===== config.mk =====
export PLATFORM = sky130hd
export DESIGN_NAME = lsu_subword
export DESIGN_NICKNAME = d
export VERILOG_FILES = /design/src/rtl/lsu_subword.sv
export SDC_FILE = /design/constraint.sdc
export NUM_CORES = 1
export LEC_CHECK = 0
export CAP_MARGIN = 20
export CORE_AREA = 2 2 114 116
export CTS_BUF_LIST = sky130_fd_sc_hd__clkbuf_4 sky130_fd_sc_hd__clkbuf_8
export DETAILED_ROUTE_END_ITERATION = 8
export DIE_AREA = 0 0 116 118
export GPL_ROUTABILITY_DRIVEN = 0
export PLACE_DENSITY = 0.9
export SETUP_SLACK_MARGIN = 0.05
export SYNTH_ARGS = -nofsm -noshare
export SYNTH_HDL_FRONTEND = slang
export SYNTH_SLANG_ARGS = --single-unit
export TNS_END_PERCENT = 100

===== constraint.sdc =====
create_clock -name clk_i -period 4.4 [get_ports clk_i]
set_clock_uncertainty 0.1 [all_clocks]
set_input_delay 0.88 -clock clk_i [delete_from_list [all_inputs] [get_ports clk_i]]
set_output_delay 0.88 -clock clk_i [all_outputs]
set_load 0.02 [all_outputs]

===== src/rtl/lsu_subword.sv =====
// Sub-word load/store unit in front of a word-only data memory: extracts and extends loads and
// performs SB/SH as a read-modify-write. Optional feature macro: LSU_MISALIGN_TRAP_EN.
module lsu_subword #(
    parameter int unsigned ADDRESS_WIDTH = 32,
    parameter int unsigned DATA_WIDTH    = 32
) (
    input  logic                     clk_i,
    input  logic                     rst_i,
    input  logic                     req_i,
    input  logic                     we_i,
    input  logic [2:0]               funct3_i,
    input  logic [ADDRESS_WIDTH-1:0] addr_i,
    input  logic [DATA_WIDTH-1:0]    wdata_i,
    output logic                     ready_o,
    output logic                     done_o,
    output logic                     err_o,
    output logic [DATA_WIDTH-1:0]    rdata_o,
    output logic [ADDRESS_WIDTH-1:0] mem_a_o,
    output logic [DATA_WIDTH-1:0]    mem_wd_o,
    output logic                     mem_wen_o,
    input  logic [DATA_WIDTH-1:0]    mem_rd_i
);

    typedef enum logic [1:0] {StIdle, StRead, StWrite, StDone} state_e;

    state_e                   state_q, state_d;
    logic                     we_q, we_d;
    logic [2:0]               funct3_q, funct3_d;
    logic [1:0]               lane_q, lane_d;
    logic [15:0]              wdata_lo_q, wdata_lo_d;
    logic                     err_q, err_d;
    logic [DATA_WIDTH-1:0]    rdata_q, rdata_d;
    logic [ADDRESS_WIDTH-1:0] mem_a_q, mem_a_d;
    logic [DATA_WIDTH-1:0]    mem_wd_q, mem_wd_d;

    logic                     funct3_ok, misaligned, req_err;
    logic [1:0]               lane_eff;
    logic [7:0]               byte_sel;
    logic [15:0]              half_sel;
    logic [DATA_WIDTH-1:0]    load_val, merged;

    always_comb begin
        if (we_i) begin
            funct3_ok = (funct3_i[2:1] == 2'b00) || (funct3_i == 3'b010);
        end else begin
            funct3_ok = (funct3_i[1:0] != 2'b11) && (funct3_i != 3'b110);
        end
    end

`ifdef LSU_MISALIGN_TRAP_EN
    assign misaligned = ((funct3_i[1:0] == 2'b01) && addr_i[0]) ||
                        ((funct3_i[1:0] == 2'b10) && (addr_i[1:0] != 2'b00));
`else
    assign misaligned = 1'b0;
`endif

    assign req_err = !funct3_ok || misaligned;

    // Untrapped misalignment drops the offending low bits; the word index is unaffected.
    always_comb begin
        lane_eff = addr_i[1:0];
        case (funct3_i[1:0])
            2'b01:   lane_eff[0] = 1'b0;
            2'b10:   lane_eff    = 2'b00;
            default: ;
        endcase
    end

    assign byte_sel = mem_rd_i[{lane_q, 3'b000} +: 8];
    assign half_sel = mem_rd_i[{lane_q[1], 4'b0000} +: 16];

    always_comb begin
        case (funct3_q[1:0])
            2'b00:   load_val = funct3_q[2] ? {24'h0, byte_sel} : {{24{byte_sel[7]}}, byte_sel};
            2'b01:   load_val = funct3_q[2] ? {16'h0, half_sel} : {{16{half_sel[15]}}, half_sel};
            default: load_val = mem_rd_i;
        endcase
    end

    always_comb begin
        merged = mem_rd_i;
        if (funct3_q[1:0] == 2'b00) begin
            merged[{lane_q, 3'b000} +: 8] = wdata_lo_q[7:0];
        end else begin
            merged[{lane_q[1], 4'b0000} +: 16] = wdata_lo_q;
        end
    end

    always_comb begin
        state_d    = state_q;
        we_d       = we_q;
        funct3_d   = funct3_q;
        lane_d     = lane_q;
        wdata_lo_d = wdata_lo_q;
        err_d      = err_q;
        rdata_d    = rdata_q;
        mem_a_d    = mem_a_q;
        mem_wd_d   = mem_wd_q;
        case (state_q)
            StIdle: begin
                if (req_i) begin
                    we_d       = we_i;
                    funct3_d   = funct3_i;
                    lane_d     = lane_eff;
                    wdata_lo_d = wdata_i[15:0];
                    err_d      = req_err;
                    if (req_err) begin
                        state_d = StDone;
                    end else begin
                        // Memory address only moves for transactions that will use it.
                        mem_a_d = {2'b00, addr_i[ADDRESS_WIDTH-1:2]};
                        if (we_i && (funct3_i == 3'b010)) begin
                            mem_wd_d = wdata_i;
                            state_d  = StWrite;
                        end else begin
                            state_d = StRead;
                        end
                    end
                end
            end
            StRead: begin
                if (we_q) begin
                    mem_wd_d = merged;
                    state_d  = StWrite;
                end else begin
                    rdata_d = load_val;
                    state_d = StDone;
                end
            end
            StWrite: state_d = StDone;
            StDone:  state_d = StIdle;
            default: state_d = StIdle;
        endcase
    end

    always_ff @(posedge clk_i) begin
        if (rst_i) begin
            state_q    <= StIdle;
            we_q       <= 1'b0;
            funct3_q   <= 3'b000;
            lane_q     <= 2'b00;
            wdata_lo_q <= 16'h0;
            err_q      <= 1'b0;
            rdata_q    <= '0;
            mem_a_q    <= '0;
            mem_wd_q   <= '0;
        end else begin
            state_q    <= state_d;
            we_q       <= we_d;
            funct3_q   <= funct3_d;
            lane_q     <= lane_d;
            wdata_lo_q <= wdata_lo_d;
            err_q      <= err_d;
            rdata_q    <= rdata_d;
            mem_a_q    <= mem_a_d;
            mem_wd_q   <= mem_wd_d;
        end
    end

    assign ready_o   = (state_q == StIdle) && !rst_i;
    assign done_o    = (state_q == StDone);
    assign err_o     = (state_q == StDone) && err_q;
    assign mem_wen_o = (state_q == StWrite);
    assign rdata_o   = rdata_q;
    assign mem_a_o   = mem_a_q;
    assign mem_wd_o  = mem_wd_q;

endmodule


==> flow_metrics.py <==
metrics = {
    "outcome": {
        "run_status": "finished, final reports clean",
    },
    "clock_tree": {
        "path_clk_slew_ns": 0.06,
        "clock_sinks": 119,
        "cts_setup_buffers": 0,
        "holdBufCountCts": 0,
        "clock_latency_ns": 0.44,
        "numCtsBuffers": 17,
        "cts_resized": 0,
        "cts_tree": "built",
        "cts_max_level": 4,
        "cts_buffer_depth": 2,
        "clock-root-buffer": "clkbuf_8",
    },
    "synthesis": {
        "yosysWarnings": 0,
        "synth_top_area_cell": "dfxtp_1",
        "syn-cell-area_um2": 6370,
        "async_reset_ff_share_pct": 0,
        "synth-compound-area-share_pct": 21.9,
        "synth.area.top_cells": "dfxtp_1 37%, mux2i_1 8.6%, nand2_1 6.8%, nor2_1 5.5%, a311oi_1 4.8%",
        "synthMuxAreaShare_pct": 8.65,
        "synth_xor_xnor_area_share_pct": 0,
        "yosysSeqAreaShare_pct": 37.4,
        "synth-simple-area-share_pct": 23.2,
        "ys.flop_type": "dfxtp_1",
        "synth_edf_count": 0,
        "syn_inst": 800,
        "yosysTopAreaCellShare_pct": 37.4,
        "synth-adder-area-share_pct": 2.16,
        "synth-seq-cells": 119,
        "synth_cell_types": 45,
        "syn-mean-instance-area_um2": 7.96,
        "synth_top_family_by_area": "simple AND/OR/NAND/NOR gates",
    },
    "timing": {
        "fin_crit_ns": 3.01,
        "fin_crit_sh_pct": 68.5,
        "hold-worst-slack_ns": 0.371,
        "worst_pin_slew_ns": 0.896,
        "hold_viol_final": 0,
        "maxSlewHeadroom_pct": 40.3,
        "finalSetupViolCount": 0,
        "timing.fmax_mhz": 332,
        "setup_tns_ns": 0,
        "drv_slew": 0,
        "rsz0062_at_grt": "false",
    },
    "final_layout": {
        "final_util_pct": 70.3,
        "layout.nets": 1072,
        "regArea_um2": 2380,
        "area_growth_pct": 37.0,
        "final_layout_size_suffix_gt1_share_pct": 5.37,
        "finalNonFillerCells": 1140,
        "nFillCells": 991,
        "diodes": 0,
        "multi_input_area_um2": 3590,
    },
    "routing": {
        "drc": 0,
        "first_pass_iters": 5,
        "vias": 6619,
        "drtIter0Drc": 565,
        "wl_per_cell_um": 17.3,
        "finalWirelength_mm": 19.7,
        "viasPerCell": 5.81,
        "final_antenna_net_count": 0,
    },
    "place": {
        "dp_cells": 1111,
        "dp_hpwl_mm": 14.2,
        "io_buffers": 200,
    },
    "power_and_ir_drop": {
        "switching_power_mw": 2.25,
        "seq_power_share_pct": 31.0,
        "swShare_pct": 41.6,
        "p_comb_share_pct": 52.7,
        "internal-power_mw": 3.15,
        "p_leak_nw": 3.26,
        "pwr_density_cell_nw_per_um2": 618,
        "p_total_mw": 5.39,
        "ir_drop_mv": 0.399,
        "clkPwrFrac_pct": 16.3,
    },
    "grt": {
        "grt_overflow_total": 0,
        "grt_pass1_wl_mm": 31.0,
        "grtUsageTotal_pct": 28.8,
        "grtUsageMet2_pct": 47.0,
        "grtUsageMet3_pct": 10.2,
        "antenna_found_initial": 0,
        "grt_max_degree": 88,
        "grt_pass1_vias": 6157,
        "grt.busiest_layer": "met2",
        "grt_util_met1_pct": 34.5,
    },
    "job": {
        "max_cap_viol_count": 0,
    },
    "floorplan": {
        "start_util_pct": 51.3,
        "die_h_um": 118,
        "die_area_um2": 13700,
        "fp.dieW_um": 116,
        "core_region_area_um2": 12400,
        "core.rowCount": 41,
        "ioPinCount": 203,
    },
    "critical_path": {
        "arrival_ns": 2.03,
        "cp_data_required_time_ns": 3.42,
        "slowest_stage": "clkdlybuf4s50_1",
        "critPathCaptureType": "primary output",
        "reg2reg_depth": 6,
        "cpPeakStageDelay_ns": 0.61,
        "path_class": "register to primary output",
        "crit_fanout": 9,
        "critPathLaunchType": "register",
        "path_cells": "inv_1 -> ha_1 -> nor2b_1 -> clkdlybuf4s50_1",
    },
    "worst_hold_path": {
        "min_path_type": "register to register",
        "holdPathStages": 2,
    },
}
==> registers in the layout (all words and copies together) (netlist names) <==
name / cells
err_q: 1
funct3_q: 3
lane_q: 2
mem_a_o: 30
mem_wd_o: 32
rdata_o: 32
state_q: 2
wdata_lo_q: 16
we_q: 1
==> worst paths after layout <==
check | start | to | slack (ns)
max reg2reg | lane_q[0] | mem_wd_o[17] | 1.49
min | wdata_lo_q[11] | wdata_lo_q[11] | 0.37
min reg2reg | wdata_lo_q[11] | wdata_lo_q[11] | 0.37
max | state_q[0] | ready_o | 1.39
==> layout by cell type (no fill, tap or decap), drive strengths merged, types with 4 or more instances in the layout <==
cell / count
a211oi: 32
a21oi: 42
a221o: 8
a311o: 8
a311oi: 35
a32o: 4
buf: 13
clkbuf: 25
clkdlybuf4s50: 199
clkinv: 4
dfxtp: 119
ha: 11
inv: 26
mux2i: 55
nand2: 116
nand2b: 36
nand3: 34
nor2: 94
nor2b: 14
nor3: 10
nor3b: 9
o21ai: 30
o21bai: 6
o221ai: 16
==> cell usage after synthesis, types with 11 or more instances <==
library cell,number
a21oi_1,41
ha_1,11
nor2_1,94
mux2i_1,55
o21ai_0,30
o221ai_1,16
a311oi_1,35
dfxtp_1,119
nand2b_1,36
a211oi_1,31
buf_2,12
inv_1,26
nand2_1,116
nand3_1,34
clkbuf_1,51
nor2b_1,14
==> final cells by class <==
| cell class | count | share of cell area [%] |
|---|---|---|
| clock buffer | 25 | 3.73 |
| multi-input combinational | 582 | 41.2 |
| timing repair buffer | 212 | 24.0 |
| clock inverter | 4 | 0.230 |
| tap | 172 | 2.47 |
| inverter | 26 | 1.12 |
| sequential | 119 | 27.3 |
==> power by group through the flow <==
stage	Sequential (mW)	Clock, mW	Combinational, mW
after floorplan	2.00	0	1.47
after global placement	1.68	0	2.76
after detailed placement	1.69	0	2.83
after CTS	1.67	0.895	2.84
after global routing	1.71	0.945	3.10
final	1.67	0.879	2.84
==> metal layers <==
layer	part of all wire, %	wire length, um
met5	0	0
met3	11	2150
met1	38	7540
met4	3.6	703
met2	47	9290
==> critical path, delay by kind of cell (launching register included) <==
kind	cells	cell delay [ns]
flops	1	0.35
fa+ha+maj	1	0.37
simple gates	1	0.18
buf+inv	2	0.70
==> logic make-up (layout without fill, tap and decap cells) <==
kind of cell / after synthesis / count (layout)
flops: 119 / 119
simple gates: 323 / 323
mux: 55 / 55
fa+ha+maj: 11 / 11
other cells: 1 / 2
buf+inv: 100 / 267
compound gates: 191 / 191
==> metrics by stage <==
stage | setup WS, ns | instance area (um2)
after detailed placement | 1.15 | 8380
after floorplan | 2.01 | 6370
final | 1.39 | 8720
after global placement | 1.29 | 8380
after global routing | 1.17 | 8720
after CTS | 1.35 | 8720
No activity file was read; power rests on OpenSTA's default activity.
